<file path="src/rtl/addsub_arbiter_if.sv">
// Handshake and result bus between two requesting clients and the shared
// 4-bit add/subtract arbiter.
interface addsub_arbiter_if;
    logic       req0;
    logic       req1;
    logic       m0;
    logic       m1;
    logic [3:0] x0;
    logic [3:0] y0;
    logic [3:0] x1;
    logic [3:0] y1;
    logic       gnt0;
    logic       gnt1;
    logic       done0;
    logic       done1;
    logic [3:0] result;
    logic       cout;
    logic       ovf;
    logic       busy;

    // Client side: drives requests and operands, observes grants and results.
    modport master (
        output req0, req1, m0, m1, x0, y0, x1, y1,
        input  gnt0, gnt1, done0, done1, result, cout, ovf, busy
    );

    // Arbiter side.
    modport slave (
        input  req0, req1, m0, m1, x0, y0, x1, y1,
        output gnt0, gnt1, done0, done1, result, cout, ovf, busy
    );
endinterface

</file>
<file path="src/rtl/addsub_arbiter.sv">
// Round-robin arbiter sharing one 4-bit ripple add/subtract unit between two
// requesters. Each service takes IDLE -> EXEC -> RESP, i.e. three cycles.
module addsub_arbiter (
    input  logic              clk,
    input  logic              resetn,
    addsub_arbiter_if.slave   bus
);
    typedef enum logic [1:0] {
        IDLE = 2'd0,
        EXEC = 2'd1,
        RESP = 2'd2
    } state_t;

    state_t     state;
    logic       ptr;
    logic       win;
    logic       pick;
    logic       op_m;
    logic [3:0] op_x;
    logic [3:0] op_y;
    logic [3:0] y_eff;
    logic [3:0] sum;
    logic [4:0] carry;
    logic       gnt0_r;
    logic       gnt1_r;
    logic       done0_r;
    logic       done1_r;
    logic [3:0] result_r;
    logic       cout_r;
    logic       ovf_r;

    // Signed overflow: carry into the MSB differs from carry out of it.
    function automatic logic signed_ovf(input logic c_in_msb, input logic c_out_msb);
        return c_in_msb ^ c_out_msb;
    endfunction

    // Ripple add/subtract fed only from the op registers; subtract is X + ~Y + 1.
    always_comb begin
        y_eff    = op_m ? ~op_y : op_y;
        carry    = '0;
        sum      = '0;
        carry[0] = op_m;
        for (int i = 0; i < 4; i++) begin
            sum[i]     = op_x[i] ^ y_eff[i] ^ carry[i];
            carry[i+1] = (op_x[i] & y_eff[i]) | (carry[i] & (op_x[i] ^ y_eff[i]));
        end
    end

    // Winner selection: a lone request wins, a tie goes to the pointer.
    always_comb begin
        pick = (bus.req0 && bus.req1) ? ptr : bus.req1;
    end

    // Control FSM with registered grant, done and result outputs.
    always_ff @(posedge clk or negedge resetn) begin
        if (!resetn) begin
            state    <= IDLE;
            ptr      <= 1'b0;
            win      <= 1'b0;
            op_m     <= 1'b0;
            op_x     <= 4'd0;
            op_y     <= 4'd0;
            gnt0_r   <= 1'b0;
            gnt1_r   <= 1'b0;
            done0_r  <= 1'b0;
            done1_r  <= 1'b0;
            result_r <= 4'd0;
            cout_r   <= 1'b0;
            ovf_r    <= 1'b0;
        end else begin
            case (state)
                IDLE: begin
                    if (bus.req0 || bus.req1) begin
                        win    <= pick;
                        op_m   <= pick ? bus.m1 : bus.m0;
                        op_x   <= pick ? bus.x1 : bus.x0;
                        op_y   <= pick ? bus.y1 : bus.y0;
                        gnt0_r <= ~pick;
                        gnt1_r <= pick;
                        state  <= EXEC;
                    end
                end
                EXEC: begin
                    result_r <= sum;
                    cout_r   <= carry[4];
                    ovf_r    <= signed_ovf(carry[3], carry[4]);
                    done0_r  <= ~win;
                    done1_r  <= win;
                    state    <= RESP;
                end
                RESP: begin
                    gnt0_r  <= 1'b0;
                    gnt1_r  <= 1'b0;
                    done0_r <= 1'b0;
                    done1_r <= 1'b0;
                    ptr     <= ~win;
                    state   <= IDLE;
                end
                default: state <= IDLE;
            endcase
        end
    end

    assign bus.gnt0   = gnt0_r;
    assign bus.gnt1   = gnt1_r;
    assign bus.done0  = done0_r;
    assign bus.done1  = done1_r;
    assign bus.result = result_r;
    assign bus.cout   = cout_r;
    assign bus.ovf    = ovf_r;
    assign bus.busy   = (state != IDLE);
endmodule

</file>
<file path="src/flat_wrapper.sv">
// flat-port wrapper written by rule: the top's interface ports become plain ports
module addsub_arbiter_flat 
  (clk, resetn, bus_req0, bus_req1, bus_m0, bus_m1, bus_x0, bus_y0, bus_x1, bus_y1, bus_gnt0, bus_gnt1, bus_done0, bus_done1, bus_result, bus_cout, bus_ovf, bus_busy);
  addsub_arbiter_if bus_i ();
  input  logic clk;
  input  logic resetn;
  input wire logic [$bits(bus_i.req0)-1:0] bus_req0;
  input wire logic [$bits(bus_i.req1)-1:0] bus_req1;
  input wire logic [$bits(bus_i.m0)-1:0] bus_m0;
  input wire logic [$bits(bus_i.m1)-1:0] bus_m1;
  input wire logic [$bits(bus_i.x0)-1:0] bus_x0;
  input wire logic [$bits(bus_i.y0)-1:0] bus_y0;
  input wire logic [$bits(bus_i.x1)-1:0] bus_x1;
  input wire logic [$bits(bus_i.y1)-1:0] bus_y1;
  output wire logic [$bits(bus_i.gnt0)-1:0] bus_gnt0;
  output wire logic [$bits(bus_i.gnt1)-1:0] bus_gnt1;
  output wire logic [$bits(bus_i.done0)-1:0] bus_done0;
  output wire logic [$bits(bus_i.done1)-1:0] bus_done1;
  output wire logic [$bits(bus_i.result)-1:0] bus_result;
  output wire logic [$bits(bus_i.cout)-1:0] bus_cout;
  output wire logic [$bits(bus_i.ovf)-1:0] bus_ovf;
  output wire logic [$bits(bus_i.busy)-1:0] bus_busy;
  assign bus_i.req0 = bus_req0;
  assign bus_i.req1 = bus_req1;
  assign bus_i.m0 = bus_m0;
  assign bus_i.m1 = bus_m1;
  assign bus_i.x0 = bus_x0;
  assign bus_i.y0 = bus_y0;
  assign bus_i.x1 = bus_x1;
  assign bus_i.y1 = bus_y1;
  assign bus_gnt0 = bus_i.gnt0;
  assign bus_gnt1 = bus_i.gnt1;
  assign bus_done0 = bus_i.done0;
  assign bus_done1 = bus_i.done1;
  assign bus_result = bus_i.result;
  assign bus_cout = bus_i.cout;
  assign bus_ovf = bus_i.ovf;
  assign bus_busy = bus_i.busy;
  addsub_arbiter u_core (.clk(clk), .resetn(resetn), .bus(bus_i));
endmodule
</file>
<file path="config.mk">
export PLATFORM = sky130hd
export DESIGN_NAME = addsub_arbiter_flat
export DESIGN_NICKNAME = d
export VERILOG_FILES = /design/src/rtl/addsub_arbiter_if.sv /design/src/rtl/addsub_arbiter.sv /design/src/flat_wrapper.sv
export SDC_FILE = /design/constraint.sdc
export NUM_CORES = 1
export LEC_CHECK = 0
export CORE_MARGIN = 2
export CORE_UTILIZATION = 50
export DETAILED_ROUTE_END_ITERATION = 12
export DONT_BUFFER_PORTS = 1
export SLEW_MARGIN = 20
export SYNTH_ARGS = -nofsm -noshare
export SYNTH_HDL_FRONTEND = slang
export SYNTH_SLANG_ARGS = --single-unit
export TNS_END_PERCENT = 30
</file>
<file path="constraint.sdc">
create_clock -name clk -period 4.1 [get_ports clk]
set_clock_uncertainty 0.05 [all_clocks]
set_input_delay 0.82 -clock clk [delete_from_list [all_inputs] [get_ports clk]]
set_output_delay 0.82 -clock clk [all_outputs]
set_load 0.1 [all_outputs]
</file>
Word level (Yosys, flattened, before mapping)
Cells that the tools add are included.
Word-level totals
  register bits after elaboration: 23
  latch bits: 0
  RAM bits: 0
  bits in read-only memories: 0
  output and inout port bits: 11
  logic and storage cells: 61
  memories kept: 0
Cells by class
  add/subtract/negate cells: 0
  $mul: 0
  divide/modulo/power cells: 0
  magnitude comparators: 0
  eq/ne operators: 3
  shift operators: 0
  multiplexer cells: 13
  bitwise operators: 24
  reduce and logical (&&, ||, !) cells: 8
Operators with widths (count)
  2-to-1 mux 4 bit: 3
  XOR 1 bit: 9
  bitwise AND 1 bit: 8
  one-hot mux 1 bit (2 select lines): 4
  nonzero test 2 bit: 3
  2-to-1 mux 1 bit: 4
  inverter 4 bit: 1
  bitwise OR 1 bit: 4
  one-hot mux 2 bit (2 select lines): 1
  AND reduction 2 bit: 2
  == test 2 x 1 -> 1 bit, second input constant: 1
  == test 2 bit, second input constant: 1
  zero test 2 bit: 1
  2-to-1 mux 2 bit: 1
  != test 2 x 1 -> 1 bit, second input constant: 1
  inverter 1 bit: 2
  logical AND 1 bit: 1
  logical OR 1 bit: 1

Longest topological paths before layout
  depth in word-level cells: 12
  depth in mapped cells: 8
  gate-level depth less buffers: 7

Worst setup path after synthesis
No wires, ideal clock.
  path type: register to register
  from: reg u_core.op_m
  to: reg u_core.result_r[3], in the netlist u_core.bus.result[3]
  library setup time: 0.125 ns
  arrival: 2.205 ns
  required time: 3.925 ns
  slack: 1.720 ns
  stages on the path, launching flop included: 8
  clock period less this slack: 2.380 ns
  cells stage by stage: dfrtp_1 -> clkbuf_1 -> xnor2_1 -> fa_1 -> fa_1 -> inv_1 -> fa_1 -> mux2_2
Between the ends
  longest elaborated chain between the ends: 9
  elaborated cells on any way between the ends: 15
Ends and longest elaborated chain
  start, declared: RTL line addsub_arbiter.sv:18  | logic op_m;
  start signal, assigned: RTL line addsub_arbiter.sv:75  | op_m <= pick ? bus.m1 : bus.m0;
  2-to-1 mux 4 bit: RTL line addsub_arbiter.sv:39  | y_eff = op_m ? ~op_y : op_y;
  XOR 1 bit: RTL line addsub_arbiter.sv:45  | carry[i+1] = (op_x[i] & y_eff[i]) | (carry[i] & (op_x[i] ^ y_eff[i]));
  bitwise AND 1 bit: RTL line addsub_arbiter.sv:45
  bitwise OR 1 bit: RTL line addsub_arbiter.sv:45
  bitwise AND 1 bit: RTL line addsub_arbiter.sv:45
  bitwise OR 1 bit: RTL line addsub_arbiter.sv:45
  bitwise AND 1 bit: RTL line addsub_arbiter.sv:45
  bitwise OR 1 bit: RTL line addsub_arbiter.sv:45
  XOR 1 bit (*): RTL line addsub_arbiter.sv:44  | sum[i] = op_x[i] ^ y_eff[i] ^ carry[i];
  via u_core.sum[3]: RTL line addsub_arbiter.sv:22  | logic [3:0] sum;
  end signal, assigned: RTL line addsub_arbiter.sv:84  | result_r <= sum;
  end, declared: RTL line addsub_arbiter.sv:28  | logic [3:0] result_r;
The timed path passes the listed nets; every way through them passes the cells marked *.
A chain may end at the register's enable or synchronous reset.

Final worst setup path
  from: reg u_core.state[1]
  to: out bus_busy
Between the ends
  longest elaborated chain between the ends: 1
Ends and longest elaborated chain
  start, declared: RTL line addsub_arbiter.sv:14  | state_t state;
  start signal, assigned: RTL line addsub_arbiter.sv:57  | state <= IDLE;
  start signal, assigned: RTL line addsub_arbiter.sv:80  | state <= EXEC;
  start signal, assigned: RTL line addsub_arbiter.sv:89  | state <= RESP;
  nonzero test 2 bit: RTL line addsub_arbiter.sv:111  | assign bus.busy = (state != IDLE);
  end, declared: RTL line flat_wrapper.sv:22  | output wire logic [$bits(bus_i.busy)-1:0] bus_busy;
Every way passes these cells.

==> results.cfg <==
[cts]
clkSlewWorstSetupHoldPaths_ns = 0.12
clkSinkCount = 23
ctsRootBufferMaster = clkbuf_4
holdBufCountCts = 0
cts_tree = done
clk_latency_ns = 0.30
cts_made_buffers = 3
cts_htree_levels = 1
cts-resized-gates = 0
clock_path_buffers = 2
cts_setup_buffers = 0

[synthesis]
synth_nets = 150
synth.area.top_cells = dfrtp_1 47%, fa_1 4.9%, a31oi_1 4.6%
ys_ff_latch = 23
yosysTopAreaCell = dfrtp_1
yosysSeqAreaShare_pct = 47.4
yosysMostFrequentCell = dfrtp_1
synth_top_area_share_pct = 47.4
synth_flop_cell = dfrtp_1
async_reset_ff_share_pct = 100
netlist_area_mm2 = 0.00121
syn_area_per_cell_um2 = 10.0
yosysWarnings = 0
synth_edf_count = 0
synth_commonest_cells = 23 x dfrtp_1, 13 x nor2_1, 11 x inv_1, 11 x o21ai_0
syn_inst = 121
synth_cell_types = 25

[detailed_routing]
viasPerCell = 5.64
route.detailed.drc = 0
num_vias = 818
postRouteAntennaNets = 0
firstDrtPassIters = 4
drt_iter0_drc = 14
routed_wl_mm = 2.20
routedWlPerCell_um = 15.2

[worst_setup_path]
crit_type = reg2out
required_ns = 3.23
rr_startpoint = u_core.op_m$_DFFE_PN0P_
endpoint_kind = primary output
arrival_ns = 1.75
cpMostUsedCell = inv_1
path_cells = inv_1 -> ha_1 -> inv_1
crit_start = u_core.state[1]$_DFFE_PN0P_
critical-path-max-stage-delay_ns = 0.70
worstSetupStartpointType = flop
critical-path-slowest-cell = inv_1
crit_fanout = 6

[place]
place.port_buffers = 0
dp_hpwl_mm = 1.66
dp.cells = 141
placed_area_mm2 = 0.00121
gp_congestion = 0.776

[layout]
final_area_mm2 = 0.00123
num-nets-final = 147
drive_gt1_share_pct = 7.69
fin_cells = 145
area_growth_pct = 1.55
final_util_pct = 54.7
n_antenna_cell = 0

[sta]
final_hold_viol_count = 0
max_freq_mhz = 382
tightest_slew_ns = 0.947
final.period_utilization_pct = 63.9
maxSlewViolCount = 0
setup_tns_ns = 0
period_needed_ns = 2.62
slew_headroom_pct = 36.9
rsz0062_at_grt = false
setup_viol = 0

[floorplanning]
die_area_mm2 = 0.00284
start_util_pct = 53.8
die_y_um = 53.3
fp-row-count = 17
design.core.area_mm2 = 0.00225
die_w_um = 53.3
io-pin-count = 33

[global_route]
track_usage_pct = 18.5
met3_usage_pct = 3.11
grt_pass1_wl_mm = 3.79
grt-busiest-layer = met2
grt_pass1_vias = 812
grt_start_max_net_pins = 24
antenna_found_initial = 0
use_met1_pct = 25.4
met2_usage_pct = 29.2
grt-ovfl-total = 0

[run]
cap_viol_max_count = 0

[worst_hold_path]
holdCritPathClass = in2async

[run_status]
outcome = completed
[cell usage in the layout, fill, tap and decap left out]
| cell type | n |
|---|---|
| o21a_1 | 1 |
| mux2_2 | 5 |
| a22o_1 | 1 |
| nor2_1 | 13 |
| inv_1 | 11 |
| clkbuf_1 | 1 |
| a31o_2 | 1 |
| a32o_1 | 1 |
| a31oi_1 | 9 |
| dfrtp_1 | 23 |
| nand3_1 | 9 |
| o21ai_0 | 11 |
| nand2_1 | 2 |
| mux2i_1 | 3 |
| xnor2_1 | 4 |
| ha_1 | 4 |
| xor2_1 | 1 |
| a21oi_1 | 5 |
| clkbuf_4 | 3 |
| and2b_1 | 1 |
| nand2b_1 | 1 |
| nor2b_1 | 3 |
| o32ai_1 | 1 |
| fa_1 | 3 |
[critical path: cells and delay by family (launching register included)]
| family | cells | cell delay [ns] |
|---|---|---|
| buffers and inverters | 2 | 0.79 |
| flip-flops | 1 | 0.41 |
| adder cells (fa/ha/maj) | 1 | 0.25 |
[layer usage]
layer / part of all wire (%) / vias up
li1: - / 403
met1: 45 / 398
met2: 50 / 15
met3: 3.4 / 2
met4: 0.73 / 0
met5: 0 / -
[final timing paths]
path / end / slack, ns / cells past startpoint
setup / recovery: bus_busy / 1.48 / 3
hold / removal: u_core.bus.result[2]$_DFFE_PN0N_ / 0.14 / 0
setup reg to reg: u_core.bus.result[3]$_DFFE_PN0N_ / 1.71 / 6
hold reg to reg: u_core.ptr$_DFFE_PN0P_ / 0.47 / 2
max in group asynchronous: u_core.win$_DFFE_PN0P_ / 3.78 / 0
min in group clk: u_core.ptr$_DFFE_PN0P_ / 0.47 / 2
[layout make-up]
cell class	count	area, um^2
Fill cell	211	1020
Sequential cell	23	576
Multi-Input combinational cell	79	554
Inverter	11	41.3
Tap cell	28	35.0
Clock buffer	4	26.3
[metrics by stage]
stage	setup WS, ns	hold WS, ns
2_1_floorplan	1.72	0.417
3_3_place_gp	1.75	0.440
3_5_place_dp	1.70	0.447
4_1_cts	1.46	0.126
5_1_grt	1.38	0.108
6_report	1.48	0.144
[cells by family (layout without fill, tap and decap cells)]
logic type               Yosys count  in the layout  share of synthesized area [%]
AO/OA/AOI/OAI                     30             30                           14.8
AND/OR/NAND/NOR                   29             29                           11.0
flip-flops                        23             23                           47.4
buffers and inverters             19             15                           6.91
multiplexers                       8              8                           7.11
adder cells (fa/ha/maj)            7              7                           9.07
XOR/XNOR                           5              5                           3.61
[state kept, by name, summed over array words and instances, names as in the netlist]
| signal | cells |
|---|---|
| u_core.bus.cout | 1 |
| u_core.bus.done0 | 1 |
| u_core.bus.done1 | 1 |
| u_core.bus.gnt0 | 1 |
| u_core.bus.gnt1 | 1 |
| u_core.bus.ovf | 1 |
| u_core.bus.result | 4 |
| u_core.op_m | 1 |
| u_core.op_x | 4 |
| u_core.op_y | 4 |
| u_core.ptr | 1 |
| u_core.state | 2 |
| u_core.win | 1 |
Power is left out: the tool's default activity adds up to more than one toggle a clock period on the data nets, which glitch-free logic cannot reach.
==> RTL change: new RTL, config.mk and constraints unchanged <==
Encoding of `state_t`: now one-hot (3 bits for 3 states).
--- a/src/rtl/addsub_arbiter.sv
+++ b/src/rtl/addsub_arbiter.sv
@@ -5,10 +5,10 @@
     input  logic              resetn,
     addsub_arbiter_if.slave   bus
 );
-    typedef enum logic [1:0] {
-        IDLE = 2'd0,
-        EXEC = 2'd1,
-        RESP = 2'd2
+    typedef enum logic [2:0] {
+        IDLE = 3'b001,
+        EXEC = 3'b010,
+        RESP = 3'b100
     } state_t;
 
     state_t     state;
Formal check against the unedited RTL: same outputs for any inputs over 10 cycles, from zero or initial values and one cycle with resetn low; not proved beyond that.
==> RTL change against the original RTL <==
Sequential cell count rose by 1; routed wire length shrank 6.3%; utilization increased by 0.94 points; design area up 1.7%; first-iteration DRC count decreased by 7.1%; via count up 3.2%; worst hold slack got worse by 22 ps; cell count rose by 2.1%; maximum frequency fell by 5.3%; synthesized area down 0.41%; setup slack worse by 150 ps; largest cell class unchanged.
Power is not shown: default switching activity piles up to over one toggle a cycle in this logic, so the estimate is an artifact.
==> RTL change: results <==
set metrics [dict create \
    rrSetupSlack_ps 1550 \
    slew_headroom_pct 37.7 \
    drive_gt1_share_pct 6.67 \
    fillers 222 \
    final_antenna_net_count 0 \
    place_congestion 0.759 \
    clock_latency_ps 320 \
    cts-root-buf "clkbuf_4" \
    outcome "finished, final reports clean" \
    drt_iter0_markers 13 \
    worstPathMaxFanout 11 \
    yosys-top-cells-count "23 x dfrtp_1, 17 x o21ai_0, 13 x nand2_1, 12 x a21oi_1" \
    ys_seq_elements 24 \
    holdWs_ps 122 \
    numPortBuffers 0 \
    clk_pin_slew_ps 130 \
    grt_pass1_wl_mm 3.44 \
    vias 844 \
    worstRegToRegCells 4 \
    place_hpwl_mm 1.58 \
    grt_max_degree 25 \
    ys_top_cells_by_area "dfrtp_1 48%, o21ai_0 7.0%, nand3b_1 5.6%" \
    setup.worst_path.end "bus_busy" \
    crit-reg2reg-capture "u_core.op_x[3]$_DFFE_PN0P_" \
    cts_setup_buffers 0 \
    yosysUniqueCellTypes 24 \
    grt_use_total_pct 16.9 \
    worstSetupStartpoint "u_core.state[0]$_DFFE_PN1P_" \
    synth-seq-area-share_pct 49.8 \
    yosysWarningCount 0 \
    crit_arrival_ps 1900 \
    final_nets 146 \
    placed_area_sq_um 1200 \
    drt-total-wl_mm 2.07 \
    clock_path_buffers 2 \
    grt_pass1_vias 757 \
]
==> RTL change: how the worst min path moves through the flow <==
stage                                       from                            to  depth (start not counted)
after floorplan           u_core.win$_DFFE_PN0P_        u_core.ptr$_DFFE_PN0P_                          1
after global placement    u_core.win$_DFFE_PN0P_        u_core.ptr$_DFFE_PN0P_                          1
after detailed placement  u_core.win$_DFFE_PN0P_        u_core.ptr$_DFFE_PN0P_                          1
after CTS                                 resetn  u_core.bus.done1$_DFFE_PN0P_                          0
after global routing                      resetn  u_core.bus.done1$_DFFE_PN0P_                          0
final                                     resetn  u_core.bus.done1$_DFFE_PN0P_                          0
==> RTL change: kinds of logic after synthesis <==
logic type                 share of synthesized area [%]
AOI/OAI and AO/OA                                   17.3
and+or+nand+nor                                     16.5
xor gates and xnor gates                            3.62
buffers and inverters                               5.38
DFF                                                 49.8
adders and majority gates                           4.97
muxes                                               2.48
==> RTL change: metal layers <==
| metal | share of wire, % | wire (um) | GRT usage [%] |
|---|---|---|---|
| met4 | 1.7 | 36 | 8.97 |
| met5 | 0 | 0 | 0 |
| met2 | 41 | 856 | 23.8 |
| met1 | 51 | 1060 | 24.5 |
| met3 | 5.5 | 114 | 3.11 |
==> RTL change: area by class of cell <==
class / count / area (sq um) / area share [%]
multi-input combinational: 86 / 542 / 43.2
clock inverter: 1 / 30.0 / 2.40
tap: 28 / 35.0 / 2.79
clock buffer: 3 / 22.5 / 1.80
inverter: 6 / 22.5 / 1.80
sequential: 24 / 602 / 48.0
==> RTL change: through the flow <==
stage,cells,setup WS [ps]
6_report,148,1330
5_1_grt,148,1190
4_1_cts,148,1330
3_5_place_dp,144,1570
3_3_place_gp,144,1640
2_1_floorplan,126,1850
==> RTL change: critical path, cell delays in order (launching register included) <==
cell     delay, ps
dfstp_2        600
nor3b_2        550
inv_2          420
